## config.mk

```make
export PLATFORM = sky130hd
export DESIGN_NAME = mod_updown_counter
export DESIGN_NICKNAME = d
export VERILOG_FILES = /design/src/rtl/mod_updown_counter.sv
export SDC_FILE = /design/constraint.sdc
export NUM_CORES = 1
export LEC_CHECK = 0
export ABC_AREA = 1
export BUFFER_PORTS_ARGS = -buffer_cell sky130_fd_sc_hd__buf_2
export CAP_MARGIN = 5
export CORE_MARGIN = 5
export CORE_UTILIZATION = 50
export CTS_CLUSTER_DIAMETER = 80
export CTS_CLUSTER_SIZE = 10
export DETAILED_ROUTE_END_ITERATION = 8
export GPL_ROUTABILITY_DRIVEN = 0
export PLACE_DENSITY = 0.76
export SLEW_MARGIN = 10
export SYNTH_ARGS = -nofsm -noshare
export SYNTH_HDL_FRONTEND = slang
export SYNTH_SLANG_ARGS = --single-unit
```

## constraint.sdc

```tcl
create_clock -name clk -period 2.2 [get_ports clk]
set_input_delay 0.33 -clock clk [delete_from_list [all_inputs] [get_ports clk]]
set_output_delay 0.33 -clock clk [all_outputs]
set_load 0.01 [all_outputs]
```

## src/rtl/mod_updown_counter.sv

```systemverilog
`default_nettype none
// ============================================================================
// Module      : mod_updown_counter
// Description : Modulo-N up/down counter with synchronous clamped load,
//               optional saturation at the limits, a combinational
//               terminal-count (cascade) output and sticky overflow/underflow
//               flags.
// Revision    : 1.0 - initial release
// ============================================================================
module mod_updown_counter #(
  parameter int WIDTH    = 8,
  parameter int MODULUS  = 256,
  parameter int SATURATE = 0
) (
  input  logic             clk,
  input  logic             rst,
  input  logic             enable,
  input  logic             up_dn,
  input  logic             load,
  input  logic [WIDTH-1:0] load_val,
  input  logic             clr_flags,
  output logic [WIDTH-1:0] count,
  output logic             tc,
  output logic             ovf,
  output logic             unf
);

  // Highest legal count value, and the modulus widened by one bit so it can
  // be compared against load_val even when MODULUS == 2^WIDTH.
  localparam logic [WIDTH-1:0] C_MAX_VAL = WIDTH'(MODULUS - 1);
  localparam logic [WIDTH:0]   C_MOD_EXT = (WIDTH + 1)'(MODULUS);

  logic [WIDTH-1:0] r_count;
  logic             r_ovf;
  logic             r_unf;

  logic             w_at_max;
  logic             w_at_zero;
  logic             w_load_over;
  logic [WIDTH-1:0] w_load_clamped;
  logic [WIDTH-1:0] w_up_limit_next;
  logic [WIDTH-1:0] w_dn_limit_next;
  logic [WIDTH-1:0] w_count_next;
  logic             w_ovf_event;
  logic             w_unf_event;

  assign w_at_max       = (r_count == C_MAX_VAL);
  assign w_at_zero      = (r_count == '0);
  assign w_load_over    = ({1'b0, load_val} >= C_MOD_EXT);
  assign w_load_clamped = w_load_over ? C_MAX_VAL : load_val;

  // Value taken when a step is requested at a limit: hold in saturating
  // mode, wrap to the opposite limit otherwise.
  if (SATURATE != 0) begin : g_sat
    assign w_up_limit_next = C_MAX_VAL;
    assign w_dn_limit_next = '0;
  end else begin : g_wrap
    assign w_up_limit_next = '0;
    assign w_dn_limit_next = C_MAX_VAL;
  end

  // Terminal count: a step is about to happen at a limit. Reset and load
  // both pre-empt the step, so they suppress it.
  assign tc = enable && !load && !rst &&
              ((up_dn && w_at_max) || (!up_dn && w_at_zero));

  // Flag events are the terminal-count cycles, split by direction, so they
  // fire identically in wrap and saturate modes.
  assign w_ovf_event = tc && up_dn;
  assign w_unf_event = tc && !up_dn;

  // Next count value: load beats enable; no request means hold.
  always_comb begin
    w_count_next = r_count;
    if (load) begin
      w_count_next = w_load_clamped;
    end else if (enable) begin
      if (up_dn) begin
        w_count_next = w_at_max ? w_up_limit_next : r_count + 1'b1;
      end else begin
        w_count_next = w_at_zero ? w_dn_limit_next : r_count - 1'b1;
      end
    end
  end

  // Count register with synchronous reset.
  always_ff @(posedge clk) begin
    if (rst) begin
      r_count <= '0;
    end else begin
      r_count <= w_count_next;
    end
  end

  // Sticky flags: a set event on the same edge beats clr_flags.
  always_ff @(posedge clk) begin
    if (rst) begin
      r_ovf <= 1'b0;
      r_unf <= 1'b0;
    end else begin
      r_ovf <= w_ovf_event || (r_ovf && !clr_flags);
      r_unf <= w_unf_event || (r_unf && !clr_flags);
    end
  end

  assign count = r_count;
  assign ovf   = r_ovf;
  assign unf   = r_unf;

endmodule
`default_nettype wire

```

==> results of run 1 <==
[synthesized netlist by cell type]
master    instances
nand2_1          33
nand3_1          17
dfxtp_1          10
inv_1            10
a22oi_1           7
nor2_1            7
nor2_4            7
a21oi_1           6
o21ai_0           5
xnor2_1           4
a21oi_2           3
buf_6             3
ha_1              3
nand2_2           3
nand4_1           3
nand2_4           2
a21boi_1          1
a31oi_1           1
buf_2             1
buf_4             1
clkbuf_1          1
clkbuf_2          1
inv_2             1
inv_4             1
nand3b_1          1
nor2_2            1
nor2_8            1
nor3_2            1
o21ai_1           1
xor2_1            1
[kinds of logic after synthesis]
group / after synthesis / synth area share (%)
and+or+nand+nor: 76 / 43.78
adders and majority gates: 3 / 3.932
DFF: 10 / 20.97
xor gates and xnor gates: 5 / 4.587
AOI/OAI and AO/OA: 24 / 15.99
buffers and inverters: 19 / 10.75
[state kept, by name, indices dropped and copies added (netlist names)]
signal / count
count: 8
ovf: 1
unf: 1
[per-stage QoR]
step | worst slack (ps) | instance area (µm²) | total power [µW]
after global placement | 531.9 | 1051 | 407.5
after detailed placement | 488.5 | 1051 | 410.9
after CTS | 149.4 | 1087 | 585.6
after floorplan | 619.1 | 954.7 | 370.0
final | 146.9 | 1087 | 585.9
after global routing | 43.78 | 1087 | 622.1
[report_power, final]
part / switching [µW] / internal [µW] / total [µW] / leakage, µW
clock: 76.0 / 101 / 177 / 0.0000210
combinational: 109 / 75.4 / 184 / 0.000400
sequential: 32.1 / 193 / 225 / 0.0000824
[layout make-up]
class	count	area share, %
clock buffers	4	3.337
inverters	12	4.373
flip-flops and latches	10	18.41
repair buffers	24	11.05
well taps	25	2.877
multi-input cells	108	59.95
[worst max-delay path by stage]
| stage | to | slack (ps) | depth (start not counted) |
|---|---|---|---|
| 3_5_place_dp | tc | 490 | 6 |
| 3_3_place_gp | tc | 530 | 6 |
| 5_1_grt | tc | 40 | 6 |
| 4_1_cts | tc | 150 | 6 |
| 6_report | tc | 150 | 6 |
| 2_1_floorplan | tc | 620 | 5 |
[worst max-delay path: stages, from the launching register on]
cell,delay [ps]
dfxtp_1,450
ha_1,250
nand2_2,90
nor2_4,190
a21oi_2,120
nor3_2,190
buf_2,160
[routing by layer]
metal  vias up  track usage [%]  part of all wire (%)
met3         4            2.770                   6.3
met4         0            7.660                   1.0
met2        39            31.25                    47
met1       467            23.59                    45
met5         -                0                     0
li1        501                -                     -
==> flow_summary.ini, run 1 <==
[outcome]
status = finished clean

[global_routing]
initial_antenna_violation_count = 0
grt_overflow_total = 0
largest_net_degree_at_the_start_of_global_routing = 13
grt_pass1_vias = 905
global_route_wire_length_before_repair_um = 3939
total_routing_usage_gr_pct = 18.66

[die]
floorplan.rows = 15
floorplan.die_area_um2 = 2883
die_height_um = 53.70
io-pin-count = 25
die_w_um = 53.70
initial_utilization_pct = 54.11
floorplan.core_area_um2 = 1764

[setup_path]
worstPathArrival_ps = 1720
worstRegToRegCells = 7
cp-end-kind = output port
crit-reg2reg-launch = count[4]
worst-setup-path-type = flop to output port
crit_path_start_kind = flop
cp.required_ps = 1870
r2r_setup_slack_ps = 640
worst_setup_path_startpoint = count[1]
r2r_end = count[4]
cp_max_fo = 6

[sta]
final_max_slew_viol_count = 0
timing_hold_violations_final = 0
grt_setup_unrepaired = false
tightest_slew_margin_relative_to_the_limit_pct = 59.42
finClkSkew_ps = 1.152
slew_at_the_pin_closest_to_its_max_slew_limit_ps = 607.8
setup_total_negative_slack_ps = 0
fin_crit_ps = 2053
final.period_utilization_pct = 93.32
achievable-frequency_mhz = 487.1
final.hold.worst_slack_ps = 319.6
final-setup-viol-count = 0

[place]
post_place_cells = 179
buffer_ports.inserted = 24
detailed_place_hpwl_um = 1783

[detailed_routing]
detail_route.first_pass.iterations = 4
viasPerCell = 5.525
routed-via-count = 1011
wl_um = 2396
drc = 0
final_antenna_net_count = 0
dr.first_iter.drc_count = 37
wire_per_inst_um = 13.09

[layout]
area.growth.synth_to_final_pct = 13.89
layout.cells.most_common_list = nand2_1, buf_2, nand3_1
finish.net_count = 176
finish.cell_count_without_fillers = 183
layout-drive-gt1-share_pct = 30.38
area_taken_by_flip_flops_and_latches_um2 = 200.2
fillers = 180
post-route-util_pct = 61.63
final_common_cell = nand2_1
multi_input_comb_area_um2 = 651.9
antenna_cells_inserted = 0

[power_and_ir_drop]
max-vdd-ir-drop_v = 0.0004293
p_per_area_nw_per_um2 = 538.9
power_leakage_uw = 0.0005030

[cts]
cts_root_buf = clkbuf_4
cts.clk_slew.worst_paths_ps = 80
post_cts_buffers = 0
clock_buffer_count_from_cts = 3
cts_num_sinks = 10
insertion_delay_ps = 270
clock_path_buffers = 2
htreeDepth = 1
tritoncts_clock_tree = built
cts.repair.resized = 0
cts-hold-fix-buffers = 0

[synthesis]
yosys_register_bits = 10
netlist_top_cells_area = dfxtp_1, nand2_1, nand3_1, nor2_4, a22oi_1
post_synth_instance_area_um2 = 954.7
distinct_cell_type_count_after_synthesis = 30
synth_top_area_cell = dfxtp_1
synth_top_cell_area_share_pct = 20.97
syn-mean-instance-area_um2 = 6.968
synth_warnings = 0
synthesis.nets = 154
seq_area_frac_synth_pct = 20.97
synth_cells = 137

[hold_path]
worstHoldPathCells = 3
worst_hold_startpoint = load_val[1]
holdPathEnd = count[1]
worst_hold_path_type = input port to flop

[job]
maxCapViolCount = 0
Note: power is estimated with default switching activity, not from simulation.
==> run 2: changes to the inputs <==
--- a/config.mk
+++ b/config.mk
@@ -8,13 +8,14 @@
 export ABC_AREA = 1
 export BUFFER_PORTS_ARGS = -buffer_cell sky130_fd_sc_hd__buf_2
 export CAP_MARGIN = 5
+export CORE_ASPECT_RATIO = 0.7
 export CORE_MARGIN = 5
-export CORE_UTILIZATION = 50
+export CORE_UTILIZATION = 47
 export CTS_CLUSTER_DIAMETER = 80
 export CTS_CLUSTER_SIZE = 10
 export DETAILED_ROUTE_END_ITERATION = 8
 export GPL_ROUTABILITY_DRIVEN = 0
-export PLACE_DENSITY = 0.76
+export PLACE_DENSITY = 0.75
 export SLEW_MARGIN = 10
 export SYNTH_ARGS = -nofsm -noshare
 export SYNTH_HDL_FRONTEND = slang
==> constraint.sdc (replaced) <==
create_clock -name clk -period 1.8 [get_ports clk]
set_input_delay 0.27 -clock clk [delete_from_list [all_inputs] [get_ports clk]]
set_output_delay 0.27 -clock clk [all_outputs]
set_load 0.01 [all_outputs]
==> flow_summary.ini, run 2 (synthesis gave the netlist of run 1 again) <==
[global_routing]
largest_net_degree_at_the_start_of_global_routing = 11
total_routing_usage_gr_pct = 15.98
global_route_wire_length_before_repair_um = 3836
grt_pass1_vias = 840
initial_antenna_violation_count = 0
grt_overflow_total = 0

[die]
floorplan.die_area_um2 = 3047
io-pin-count = 25
initial_utilization_pct = 50.60
floorplan.rows = 13
die_w_um = 63.87
die_height_um = 47.71
floorplan.core_area_um2 = 1887

[cts]
cts_num_sinks = 10
htreeDepth = 1
clock_buffer_count_from_cts = 3
clock_path_buffers = 2
insertion_delay_ps = 270
cts_root_buf = clkbuf_4
cts.clk_slew.worst_paths_ps = 60
cts-hold-fix-buffers = 0
tritoncts_clock_tree = built

[detailed_routing]
wire_per_inst_um = 13.68
drc = 0
dr.first_iter.drc_count = 50
viasPerCell = 5.481
final_antenna_net_count = 0
routed-via-count = 1025
wl_um = 2559
detail_route.first_pass.iterations = 4

[setup_path]
cp-end-kind = output port
worstPathArrival_ps = 1500
cp_max_fo = 4
crit_path_start_kind = flop
cp.required_ps = 1530
worst-setup-path-type = flop to output port
r2r_setup_slack_ps = 360

[power_and_ir_drop]
clock_power_share_pct = 22.2
power.switching_fraction_pct = 37.57
p_per_area_nw_per_um2 = 588.7
power_leakage_uw = 0.0005387
combinational_group_share_of_total_power_pct = 37.9
internal_power_uw = 426.2
power.sequential.fraction_pct = 39.9
max-vdd-ir-drop_v = 0.0003819
netSwitchingPower_uw = 256.5

[sta]
slew_at_the_pin_closest_to_its_max_slew_limit_ps = 577.5
timing_hold_violations_final = 0
fin_crit_ps = 1767
achievable-frequency_mhz = 565.8
tightest_slew_margin_relative_to_the_limit_pct = 61.36
final_max_slew_viol_count = 0
finClkSkew_ps = 5.251
final-setup-viol-count = 0
final.period_utilization_pct = 98.19
layout_setup_ws_ps = 32.56

[job]
maxCapViolCount = 0

[place]
place_worst_setup_slack_ps = 164.2
post_place_cells = 179
detailed_place_hpwl_um = 1884
detailed_place.area_um2 = 1070
buffer_ports.inserted = 24

[outcome]
status = finished clean

[layout]
final_common_cell = nand2_1
finish.net_count = 184
area.growth.synth_to_final_pct = 21.49
finish.cell_count_without_fillers = 187
largest_register_ff_count = 8
antenna_cells_inserted = 0
layout.cells.most_common_list = nand2_1, buf_2, nand3_1
postLayoutCellArea_um2 = 1160
layout-drive-gt1-share_pct = 38.18

[hold_path]
worst_hold_path_type = input port to flop
run 2: cell types whose count changed in the layout (fill, tap and decap cells not counted), sizes merged:
| cell | change |
|---|---|
| clkbuf | -1 |
| buf | +8 |
run 2: timing repair:
item | in CTS | in global routing
cloned | 0 | 0
gates resized for setup | 6 | 6
endpoints found under the setup margin | 1 | 1
pin swaps | 2 | 2
setup buffers | 2 | 3
run 2: final timing paths:
path               start  endpoint  cells after the start
max             count[0]        tc                      6
min          load_val[1]  count[1]                      3
max reg2reg     count[2]  count[5]                      9
min reg2reg          unf       unf                      2
run 2: critical path: stages (launching register included):
cell and delay, ps:
dfxtp_4 390, ha_4 150, nand2_2 70, nor2_4 160, a21oi_2 100, nor3_2 200, buf_2 160
run 2: cell type report:
| class | instances | area, µm² |
|---|---|---|
| inverter | 12 | 50.05 |
| tap | 22 | 27.53 |
| sequential | 10 | 212.7 |
| fill | 186 | 726.9 |
| timing repair buffer | 32 | 180.2 |
| clock buffer | 3 | 22.52 |
| multi-input combinational | 108 | 666.9 |
run 2: power groups by stage:
stage                     Combinational, µW  Sequential [µW]  Clock (µW)
after CTS                               241              271         155
after global routing                    286              276         158
after global placement                  232              273           0
final                                   258              273         152
after floorplan                         189              263           0
after detailed placement                235              275           0
run 2: metal layers:
layer	wire [µm]	global-route usage (%)	up-vias
met5	0	0	-
met4	0	3.320	0
met3	208	4.225	0
met2	1180	25.85	45
met1	1170	21.79	467
li1	-	-	513
run 2: through the flow:
| step | utilization [%] | TNS [ps] | power (µW) | hold slack (ps) |
|---|---|---|---|---|
| global placement | 56.70 | 0 | 505.3 | 452.3 |
| finish | 61.47 | 0 | 682.8 | 264.9 |
| detailed placement | 56.70 | 0 | 509.8 | 456.4 |
| floorplan | - | 0 | 452.2 | 440.1 |
| CTS | 59.28 | 0 | 667.8 | 262.1 |
| global route | 61.47 | -46.81 | 719.0 | 302.5 |
==> run 3: changes to the inputs <==
==> constraint.sdc (replaced) <==
create_clock -name clk -period 1.8 [get_ports clk]
set_input_delay 0.09 -clock clk [delete_from_list [all_inputs] [get_ports clk]]
set_output_delay 0.09 -clock clk [all_outputs]
set_load 0.01 [all_outputs]
==> flow_summary.ini, run 3 (synthesis gave the netlist of run 1 again) <==
[global_routing]
global_route_wire_length_before_repair_um = 4015
grt_pass1_vias = 899
largest_net_degree_at_the_start_of_global_routing = 11
initial_antenna_violation_count = 0
total_routing_usage_gr_pct = 16.71
grt_overflow_total = 0

[die]
floorplan.die_area_um2 = 3047
floorplan.core_area_um2 = 1887
floorplan.rows = 13
io-pin-count = 25
initial_utilization_pct = 50.60
die_w_um = 63.87
die_height_um = 47.71

[setup_path]
cp.required_ps = 1710
worst-setup-path-type = flop to output port
r2r_setup_slack_ps = 270
worstPathArrival_ps = 1560
crit-reg2reg-launch = count[0]
worstRegToRegCells = 8
r2r_end = count[4]
cp-end-kind = output port
crit_path_start_kind = flop
cp_max_fo = 9

[detailed_routing]
dr.first_iter.drc_count = 46
detail_route.first_pass.iterations = 4
viasPerCell = 5.432
routed-via-count = 994
wl_um = 2399
final_antenna_net_count = 0
wire_per_inst_um = 13.11
drc = 0

[sta]
grt_setup_unrepaired = false
timing_hold_violations_final = 0
final.period_utilization_pct = 91.51
final-setup-viol-count = 0
achievable-frequency_mhz = 607.1
tightest_slew_margin_relative_to_the_limit_pct = 60.72
layout_setup_ws_ps = 152.8
final_max_slew_viol_count = 0
finClkSkew_ps = 4.465
slew_at_the_pin_closest_to_its_max_slew_limit_ps = 587.0
setup_total_negative_slack_ps = 0
fin_crit_ps = 1647

[layout]
final_common_cell = nand2_1
finish.net_count = 180
layout-drive-gt1-share_pct = 32.30
layout.cells.most_common_list = nand2_1, buf_2, nand3_1
postLayoutCellArea_um2 = 1101
area.growth.synth_to_final_pct = 15.33
antenna_cells_inserted = 0
largest_register_ff_count = 8
fillers = 191

[cts]
cts_num_sinks = 10
cts_root_buf = clkbuf_4
cts-hold-fix-buffers = 0
cts.clk_slew.worst_paths_ps = 60
clock_buffer_count_from_cts = 3
clock_path_buffers = 2
tritoncts_clock_tree = built
insertion_delay_ps = 260
htreeDepth = 1

[power_and_ir_drop]
max-vdd-ir-drop_v = 0.0003831
power_leakage_uw = 0.0005170
p_per_area_nw_per_um2 = 598.2
post-layout-total-power_uw = 658.7

[place]
place_worst_setup_slack_ps = 282.0
detailed_place_hpwl_um = 1940
detailed_place.area_um2 = 1070
buffer_ports.inserted = 24

[outcome]
status = finished clean

[hold_path]
worstHoldPathCells = 3
holdPathEnd = count[1]
worst_hold_startpoint = load_val[1]
worst_hold_path_type = input port to flop

[job]
maxCapViolCount = 0
run 3: cell types whose count changed in the layout (fill, tap and decap cells not counted), sizes merged:
cell / before / now
buf: 32 / 28
run 3: worst max path at each step:
| stage | from | endpoint | slack, ps | depth (start not counted) |
|---|---|---|---|---|
| 2_1_floorplan | count[1] | ovf | 360 | 7 |
| 3_3_place_gp | count[1] | tc | 320 | 6 |
| 3_5_place_dp | count[1] | count[4] | 280 | 8 |
| 4_1_cts | count[1] | tc | 10 | 6 |
| 5_1_grt | count[0] | tc | 40 | 7 |
| 6_report | count[0] | tc | 150 | 7 |
run 3: report_power, final:
part,switching [µW],total [µW],leakage (µW),internal (µW)
clock,72.2,149,0.0000138,77.0
sequential,34.7,271,0.0000827,236
combinational,141,238,0.000421,97.8
run 3: repair_timing:
item,4_1_cts,5_1_grt
hold endpoints to repair,0,0
resized for setup,0,1
setup buffers,0,1
setup endpoints to repair,0,1
run 3: final cells by class:
class                   count  area [µm²]  area share [%]
flip-flops and latches     10       201.4           18.30
clock buffers               3       22.52           2.045
inverters                  12       47.55           4.318
multi-input cells         108       651.9           59.20
repair buffers             28       150.1           13.64
well taps                  22       27.53           2.500
run 3: layer usage:
layer,up-vias,part of all wire [%],global-route usage [%]
met5,-,0,0
met4,0,0.71,3.320
met3,2,9.4,4.695
met2,53,44,27.66
met1,435,46,22.24
li1,504,-,-
run 3: stage by stage:
step	utilization, %	hold WS, ps	std cells
2_1_floorplan	-	260.1	137
3_3_place_gp	56.70	363.1	179
3_5_place_dp	56.70	370.2	179
4_1_cts	57.89	92.30	182
5_1_grt	58.36	111.1	183
6_report	58.36	91.45	183
run 3: critical path, stage by stage, from the launching register on:
cell and delay (ps):
dfxtp_1 390, inv_2 120, ha_1 230, nand2_2 80
nor2_4 50, nor2_1 220, nor3_2 70, buf_2 140
